[src/rtl/tinyalu_pkg.sv]
// Shared types for the TinyALU requester: opcodes, error codes, FSM states and the queued command.
package tinyalu_pkg;

  typedef enum logic [2:0] {
    OP_NOP = 3'b000,
    OP_ADD = 3'b001,
    OP_AND = 3'b010,
    OP_XOR = 3'b011,
    OP_MUL = 3'b100
  } op_e;

  typedef enum logic [1:0] {
    ERR_OK      = 2'b00,
    ERR_ILLEGAL = 2'b01,
    ERR_TIMEOUT = 2'b10
  } err_e;

  typedef enum logic [1:0] {
    ST_IDLE,
    ST_ISSUE,
    ST_RESP
  } state_e;

  typedef struct packed {
    logic [2:0] op;
    logic [7:0] b;
    logic [7:0] a;
  } cmd_t;

  // Encodings above MUL have no ALU operation behind them.
  function automatic logic op_is_legal(input logic [2:0] op);
    return op <= OP_MUL;
  endfunction

endpackage

[src/rtl/cmd_fifo.sv]
// Synchronous command FIFO; pointers carry one extra wrap bit so full and empty are distinct.
module cmd_fifo
  import tinyalu_pkg::*;
#(
  parameter int DEPTH = 4
) (
  input  logic clk,
  input  logic reset,
  input  logic push,
  input  cmd_t push_data,
  input  logic pop,
  output cmd_t head,
  output logic full,
  output logic empty
);

  localparam int AW = $clog2(DEPTH);

  cmd_t        mem [DEPTH];
  logic [AW:0] wr_ptr;
  logic [AW:0] rd_ptr;
  logic        do_push;
  logic        do_pop;

  assign do_push = push && !full;
  assign do_pop  = pop && !empty;

  always_ff @(posedge clk or posedge reset) begin
    if (reset) begin
      wr_ptr <= '0;
      rd_ptr <= '0;
    end else begin
      if (do_push) wr_ptr <= wr_ptr + (AW + 1)'(1);
      if (do_pop)  rd_ptr <= rd_ptr + (AW + 1)'(1);
    end
  end

  always_ff @(posedge clk) begin
    if (do_push) mem[wr_ptr[AW-1:0]] <= push_data;
  end

  assign head  = mem[rd_ptr[AW-1:0]];
  assign empty = (wr_ptr == rd_ptr);
  assign full  = (wr_ptr[AW] != rd_ptr[AW]) && (wr_ptr[AW-1:0] == rd_ptr[AW-1:0]);

endmodule

[src/rtl/tinyalu_requester.sv]
// Queues ALU commands and sequences them through the ALU start/done handshake with a timeout.
//   state    | meaning
//   ST_IDLE  | waiting for a queued command; pops the head when one is present
//   ST_ISSUE | alu_start high, operands held, waiting for alu_done or timeout
//   ST_RESP  | rsp_valid high with stable result/err until rsp_ready
module tinyalu_requester
  import tinyalu_pkg::*;
#(
  parameter int FIFO_DEPTH = 4,
  parameter int TIMEOUT    = 15
) (
  input  logic        clk,
  input  logic        reset,
  input  logic        cmd_valid,
  output logic        cmd_ready,
  input  logic [7:0]  cmd_a,
  input  logic [7:0]  cmd_b,
  input  logic [2:0]  cmd_op,
  output logic        rsp_valid,
  input  logic        rsp_ready,
  output logic [15:0] rsp_result,
  output logic [1:0]  rsp_err,
  output logic [7:0]  alu_A,
  output logic [7:0]  alu_B,
  output logic [2:0]  alu_op,
  output logic        alu_start,
  input  logic        alu_done,
  input  logic [15:0] alu_result,
  output logic        busy
);

  localparam int TW = $clog2(TIMEOUT + 1);

  state_e        state;
  logic [TW-1:0] tmo_cnt;
  cmd_t          in_cmd;
  cmd_t          head;
  logic          full;
  logic          empty;
  logic          pop;

  assign in_cmd = '{op: cmd_op, b: cmd_b, a: cmd_a};
  assign pop    = (state == ST_IDLE) && !empty;

  cmd_fifo #(.DEPTH(FIFO_DEPTH)) u_cmd_fifo (
    .clk       (clk),
    .reset     (reset),
    .push      (cmd_valid),
    .push_data (in_cmd),
    .pop       (pop),
    .head      (head),
    .full      (full),
    .empty     (empty)
  );

  assign cmd_ready = !full;
  assign busy      = (state != ST_IDLE) || !empty;

  always_ff @(posedge clk or posedge reset) begin
    if (reset) begin
      state      <= ST_IDLE;
      tmo_cnt    <= '0;
      alu_start  <= 1'b0;
      alu_A      <= '0;
      alu_B      <= '0;
      alu_op     <= '0;
      rsp_valid  <= 1'b0;
      rsp_result <= '0;
      rsp_err    <= '0;
    end else begin
      case (state)
        ST_IDLE: begin
          if (!empty) begin
            if (head.op == OP_NOP || !op_is_legal(head.op)) begin
              state      <= ST_RESP;
              rsp_valid  <= 1'b1;
              rsp_result <= '0;
              rsp_err    <= (head.op == OP_NOP) ? ERR_OK : ERR_ILLEGAL;
            end else begin
              state     <= ST_ISSUE;
              alu_A     <= head.a;
              alu_B     <= head.b;
              alu_op    <= head.op;
              alu_start <= 1'b1;
              tmo_cnt   <= '0;
            end
          end
        end
        ST_ISSUE: begin
          // done is checked first so a done on the final allowed cycle still succeeds
          if (alu_done) begin
            state      <= ST_RESP;
            alu_start  <= 1'b0;
            rsp_valid  <= 1'b1;
            rsp_result <= alu_result;
            rsp_err    <= ERR_OK;
          end else if (tmo_cnt == TW'(TIMEOUT - 1)) begin
            state      <= ST_RESP;
            alu_start  <= 1'b0;
            rsp_valid  <= 1'b1;
            rsp_result <= '0;
            rsp_err    <= ERR_TIMEOUT;
          end else begin
            tmo_cnt <= tmo_cnt + TW'(1);
          end
        end
        ST_RESP: begin
          if (rsp_ready) begin
            state     <= ST_IDLE;
            rsp_valid <= 1'b0;
          end
        end
        default: state <= ST_IDLE;
      endcase
    end
  end

endmodule

[config.mk]
export PLATFORM = sky130hd
export DESIGN_NAME = tinyalu_requester
export DESIGN_NICKNAME = d
export VERILOG_FILES = /design/src/rtl/tinyalu_pkg.sv /design/src/rtl/cmd_fifo.sv /design/src/rtl/tinyalu_requester.sv
export SDC_FILE = /design/constraint.sdc
export NUM_CORES = 1
export LEC_CHECK = 0
export ABC_AREA = 1
export CORE_MARGIN = 2
export CORE_UTILIZATION = 44
export CTS_BUF_LIST = sky130_fd_sc_hd__clkbuf_16
export CTS_CLUSTER_DIAMETER = 120
export DETAILED_ROUTE_END_ITERATION = 6
export PLACE_DENSITY = 0.67
export SLEW_MARGIN = 20
export SYNTH_ARGS = -nofsm -noshare
export SYNTH_HDL_FRONTEND = slang
export SYNTH_SLANG_ARGS = --single-unit
[constraint.sdc]
create_clock -name clk -period 2.3 [get_ports clk]
set_input_delay 0.345 -clock clk [delete_from_list [all_inputs] [get_ports clk]]
set_output_delay 0.345 -clock clk [all_outputs]
set_load 0.005 [all_outputs]
======== Word-level counts from Yosys, hierarchy flattened ========
Memories as Yosys holds them, arrays and structs flattened.
Index checks and enable logic that the tools add are counted.
word-level totals
  memories ................................ 1
  logic and storage cells ................. 85
  input bits .............................. 40
  bits in writable memories ............... 76
  output and inout port bits .............. 41
  register bits ........................... 51
operators by class
  bitwise operators ....................... 2
  reduce and logical (&&, ||, !) cells .... 20
  equality and inequality tests ........... 13
  add/subtract/negate cells ............... 3
  order comparisons ....................... 1
  mux-type cells .......................... 34
memories
  memory          words  bits a word  rd ports  clocked after memory_dff  write ports  RTL line        source
  u_cmd_fifo.mem  4      19           1         0                         1            cmd_fifo.sv:19  cmd_t mem [DEPTH];
operators with widths
  cell                   count
  $mux W16               4
  $pmux W16 S2           1
  $mux W2                8
  $mux W4                4
  $mux W1                12
  $ne A2 B2 Y1 const B   5
  $reduce_and A5 Y1      2
  $pmux W4 S2            1
  $reduce_and A4 Y1      2
  $add A3 B1 Y3 const B  2
  $pmux W2 S3            1
  $reduce_and A3 Y1      2
  $add A4 B1 Y4 const B  1
  $eq A4 B4 Y1 const B   1
  $logic_and A1 B1 Y1    4
  $pmux W2 S2            1
  $reduce_bool A2 Y1     2
  $eq A3 B3 Y1           1
  $le A3 B3 Y1 const B   1
  $logic_not A1 Y1       3
  $logic_not A3 Y1       1
  $ne A3 B3 Y1 const B   1
  $pmux W1 S3            1
  $reduce_bool A3 Y1     1
  other kinds (9)        11

======== Logic depth before layout (Yosys ltp) ========
An unclocked memory read counts as a cell.
  depth after elaboration ................. 7
  mapped depth ............................ 17
  depth with buffers taken out ............ 15

======== Hierarchy ========
From an unflattened synthesis, not the netlist that was laid out.
unflattened totals
  cell total of the unflattened synthesis .. 470
  area, all modules ....................... 5206.2 um^2
modules (own cells, without submodules)
  module             area each (um^2)  seq. area each (um^2)  cells each  times used
  cmd_fifo           3226.8            2432.3                 246         1
  tinyalu_requester  1979.4            1126.1                 224         1

======== Worst setup path after synthesis ========
OpenSTA, ideal clock, no wires.
  kind .................................... register to register
  start ................................... register u_cmd_fifo.rd_ptr[0]
  end ..................................... memory u_cmd_fifo.mem[2][0] in the netlist's numbering (enable)
  buffers on the path ..................... 1
  clock period less this slack ............ 2.173 ns
  stages on the path, launching flop included .. 7
  library setup time ...................... 0.395 ns
  path slack .............................. 0.127 ns
  arrival ................................. 1.778 ns
  required time ........................... 1.905 ns
  cells stage by stage .................... dfrtp_1 -> buf_6 -> nand2_1 -> nand2_2 -> nand4_1 -> nand2_2 -> nor2_1
between the ends
  cells in the longest elaborated chain, start to end .. 6
ends and longest elaborated chain
  element                        RTL line                 source
  from (decl)                    cmd_fifo.sv:21           logic [AW:0] rd_ptr;
  from (signal assigned)         cmd_fifo.sv:34           if (do_pop) rd_ptr <= rd_ptr + (AW + 1)'(1);
  $eq A2 B2 Y1                   cmd_fifo.sv:44           assign full = (wr_ptr[AW] != rd_ptr[AW]) && (wr_ptr[AW-1:0] == rd_ptr[AW-1:0]);
  $logic_and A1 B1 Y1            cmd_fifo.sv:44
  $logic_not A1 Y1               n/a
  named net cmd_ready            tinyalu_requester.sv:15  output logic cmd_ready,
  $logic_and A1 B1 Y1            cmd_fifo.sv:25           assign do_push = push && !full;
  $mux W1                        cmd_fifo.sv:39           if (do_push) mem[wr_ptr[AW-1:0]] <= push_data;
  $mux W1 (implied by the code)  cmd_fifo.sv:39
  to (decl)                      cmd_fifo.sv:19
The timed path passes the listed nets, and every way through them passes these cells.

======== Final worst setup path ========
  start ................................... register u_cmd_fifo.rd_ptr[1]
  end ..................................... output busy
between the ends
  cells in the longest elaborated chain, start to end .. 3
ends and longest elaborated chain
  element             RTL line                 source
  $eq A3 B3 Y1        cmd_fifo.sv:43           assign empty = (wr_ptr == rd_ptr);
  $logic_not A1 Y1    tinyalu_requester.sv:57  assign busy = (state != ST_IDLE) || !empty;
  $logic_or A1 B1 Y1  tinyalu_requester.sv:57
  to (decl)           tinyalu_requester.sv:29  output logic busy
No other way between the ends.

==> out/metrics.yaml <==
status: "finished clean"
period_needed_ns: 2.19
most-common-layout-cells: "91 x nand2_1, 80 x clkdlybuf4s50_1, 76 x edfxtp_1, 50 x dfrtp_1, 48 x o21ai_0"
grt_first_pass_wirelength_um: 17400
cts_sinks: 127
finalHoldViolCount: 0
clk_latency_ns: 0.41
start_util: 0.452
setup_viol: 0
period_share: 0.953
layout-drive-gt1-share: 0.167
synth-xor-area-share: 0.00994
cp.buffers_inverters: 3
ff2ff_path_depth: 14
port_buffers: 80
fmax_ghz: 0.456
placed_area_mm2: 0.00621
maxSlewViolCount: 0
finalClockSkew_ns: 0.00960
synthAdderAreaFrac: 0.0194
synth_area_leaders: "edfxtp_1 44%, dfrtp_1 25%, nand2_1 6.6%"
yosys_warnings: 0
setup.worst_path.start_class: "flop"
hp-class: "in -> async"
internal_power_uw: 6850
maxCapViolations: 0
cts.clk_slew.worst_paths_ns: 0.06
first_global_vias: 3520
num_rows: 39
core-area_mm2: 0.0114
firstDrtPassIters: 4
gp_congestion: 0.778
wl_um: 10800
routedWlPerCell_um: 15.2
grt_antenna_before_repair: 0
grt_max_degree: 24
tns_ns: 0
synth_compound_area_frac: 0.0960
worstPathArrival_ns: 1.85
power_frac_seq: 0.334
nets: 603
synth_top_cell_by_area: "edfxtp_1"
rrSetupSlack_ns: 0.17
clockBufferDepth: 2
num_antenna_cells: 0
grt_usage: 0.177
synth_seq_cells: 127
path_delay_family: "buffers and inverters"
switching_power_uw: 3550
combPwrFrac: 0.381
synth_top_family_by_area: "simple AND/OR/NAND/NOR gates"
die_y_um: 112
end_kind: "output port"
dr_total_vias: 3528
first_iter_violations: 197
path_class: "reg -> out"
max_stage_delay_ns: 0.52
max_slew_margin: 0.551
pwr-share-clk: 0.285
hpwl_um: 6970
p_sw_frac: 0.341
synth.area.mux_share: 0
synth_cell_types: 28
synth_top_cell_area_share: 0.442
area_growth_pct: 34.8
layout_commonest_cell: "nand2_1"
fp.dieArea_mm2: 0.0126
cts_tree: "done"
synthSimpleGateAreaFrac: 0.133
htree_levels: 4
avgViaCountPerCell: 4.96
slowest_stage: "clkdlybuf4s50_1"
gr-total-overflow: 0
tightest_slew_ns: 0.672
path_max_fanout: 5
r2r_start: "u_cmd_fifo.rd_ptr[1]$_DFFE_PP0P_"
required_ns: 1.96
ioPinCount: 81
synth_nets: 496
synth_cells: 448
ys_seq_area_frac: 0.689
cts_inserted_buffers: 17
ant_nets: 0
final_cell_area_mm2: 0.00696
path_cells: "buf_4, xnor2_2, buf_4, nand4_4, clkdlybuf4s50_1"
cts_root_buffer: "clkbuf_16"
route.detailed.drc: 0
cp_common_cell: "buf_4"
n_fill_cell: 915
p_leak_uw: 0.00288
syn_area_mm2: 0.00516
powerDensity_mw_per_mm2: 1490
die_w_um: 112
r2r-end: "tmo_cnt[0]$_DFFE_PP0P_"
multiInputGateArea_mm2: 0.00137
syn_avg_cell_area_um2: 11.5
regArea_mm2: 0.00356
peakVddDrop_mv: 0.695
rsz0062_at_grt: "false"
==> cells in the mapped netlist <==
| cell type | count |
|---|---|
| buf_2 | 8 |
| xor2_1 | 4 |
| nand3b_1 | 1 |
| nor2_2 | 3 |
| nand2_1 | 91 |
| nand3_2 | 3 |
| ha_1 | 8 |
| o21ai_1 | 6 |
| inv_2 | 3 |
| clkbuf_1 | 5 |
| nand4_1 | 2 |
| nand2_2 | 3 |
| a21oi_1 | 7 |
| inv_4 | 1 |
| dfrtp_1 | 51 |
| nand3_1 | 6 |
| o22ai_1 | 17 |
| o21ai_2 | 9 |
| nand4_4 | 1 |
| or2_2 | 4 |
| edfxtp_1 | 76 |
| nor2_1 | 45 |
| xnor2_2 | 1 |
| buf_4 | 3 |
| nor2_4 | 1 |
| inv_1 | 37 |
| o21ai_0 | 49 |
| buf_6 | 3 |
==> repair_timing <==
action                     CTS  global route
buffers inserted             0             6
resized for setup            0            10
hold endpoints to repair     0             0
hold buffers                 0             0
setup endpoints to repair    0            44
==> power by group through the flow <==
stage               clock network, µW  registers (µW)  logic [µW]
floorplan                           0            3490        2320
CTS                              3020            3470        3830
finish                           2970            3470        3960
detailed placement                  0            3500        3810
global placement                    0            3480        3710
global route                     3110            3540        4440
==> worst reg2reg max path, cell delays in order (launching register included) <==
cell        delay [ns]
dfrtp_1           0.36
buf_6             0.14
clkinvlp_4        0.14
a21oi_1           0.14
o21ai_0           0.10
nand2_1           0.08
inv_1             0.07
nand2_1           0.06
inv_1             0.04
ha_1              0.31
inv_1             0.08
a21oi_2           0.20
nand3_2           0.14
nand2_1           0.08
o21ai_0           0.08
==> state kept, by name, indices dropped and copies added, names as in the netlist, 3 cells and up <==
signal / flops
u_cmd_fifo.mem: 76
alu_op: 3
rsp_result: 16
u_cmd_fifo.rd_ptr: 3
alu_A: 8
alu_B: 8
tmo_cnt: 4
u_cmd_fifo.wr_ptr: 3
==> through the flow <==
stage           util  std cells  setup WS [ns]  power [µW]  hold slack [ns]
2_1_floorplan      -        448          0.127        5810            0.444
4_1_cts        0.602        704         0.0308       10300            0.314
3_5_place_dp   0.544        672         0.0348        7310            0.461
3_3_place_gp   0.544        672         0.0346        7190            0.453
6_report       0.610        711          0.109       10400            0.303
5_1_grt        0.610        711        0.00112       11100            0.347
==> logic make-up after synthesis <==
group                      after synthesis
and+or+nand+nor                        160
DFF                                    127
AOI/OAI and AO/OA                       88
buffers and inverters                   60
adders and majority gates                8
xor gates and xnor gates                 5
==> final cells by class <==
class	instances	share of cell area
Timing Repair Buffer	106	0.148
Clock buffer	17	0.0611
Tap cell	143	0.0257
Clock inverter	15	0.0334
Multi-Input combinational cell	262	0.197
Sequential cell	127	0.511
Inverter	41	0.0234
==> worst max path at each step <==
| stage | start | end | cells past startpoint |
|---|---|---|---|
| 6_report | u_cmd_fifo.rd_ptr[1]$_DFFE_PP0P_ | busy | 5 |
| 5_1_grt | u_cmd_fifo.rd_ptr[1]$_DFFE_PP0P_ | tmo_cnt[3]$_DFFE_PP0P_ | 14 |
| 4_1_cts | u_cmd_fifo.rd_ptr[1]$_DFFE_PP0P_ | rsp_err[1]$_DFFE_PP0P_ | 14 |
| 3_5_place_dp | cmd_valid | u_cmd_fifo.mem[0][5]$_DFFE_PP_ | 3 |
| 3_3_place_gp | cmd_valid | u_cmd_fifo.mem[2][5]$_DFFE_PP_ | 3 |
| 2_1_floorplan | u_cmd_fifo.rd_ptr[0]$_DFFE_PP0P_ | u_cmd_fifo.mem[2][0]$_DFFE_PP_ | 6 |
==> routing by layer <==
| metal | up-vias | wire length [µm] | track usage |
|---|---|---|---|
| li1 | 1736 | - | - |
| met4 | 0 | 143 | 0.0593 |
| met5 | - | 0 | 0 |
| met2 | 115 | 5190 | 0.285 |
| met3 | 14 | 622 | 0.0551 |
| met1 | 1663 | 4820 | 0.231 |
Power figures use the tool's default switching activity.
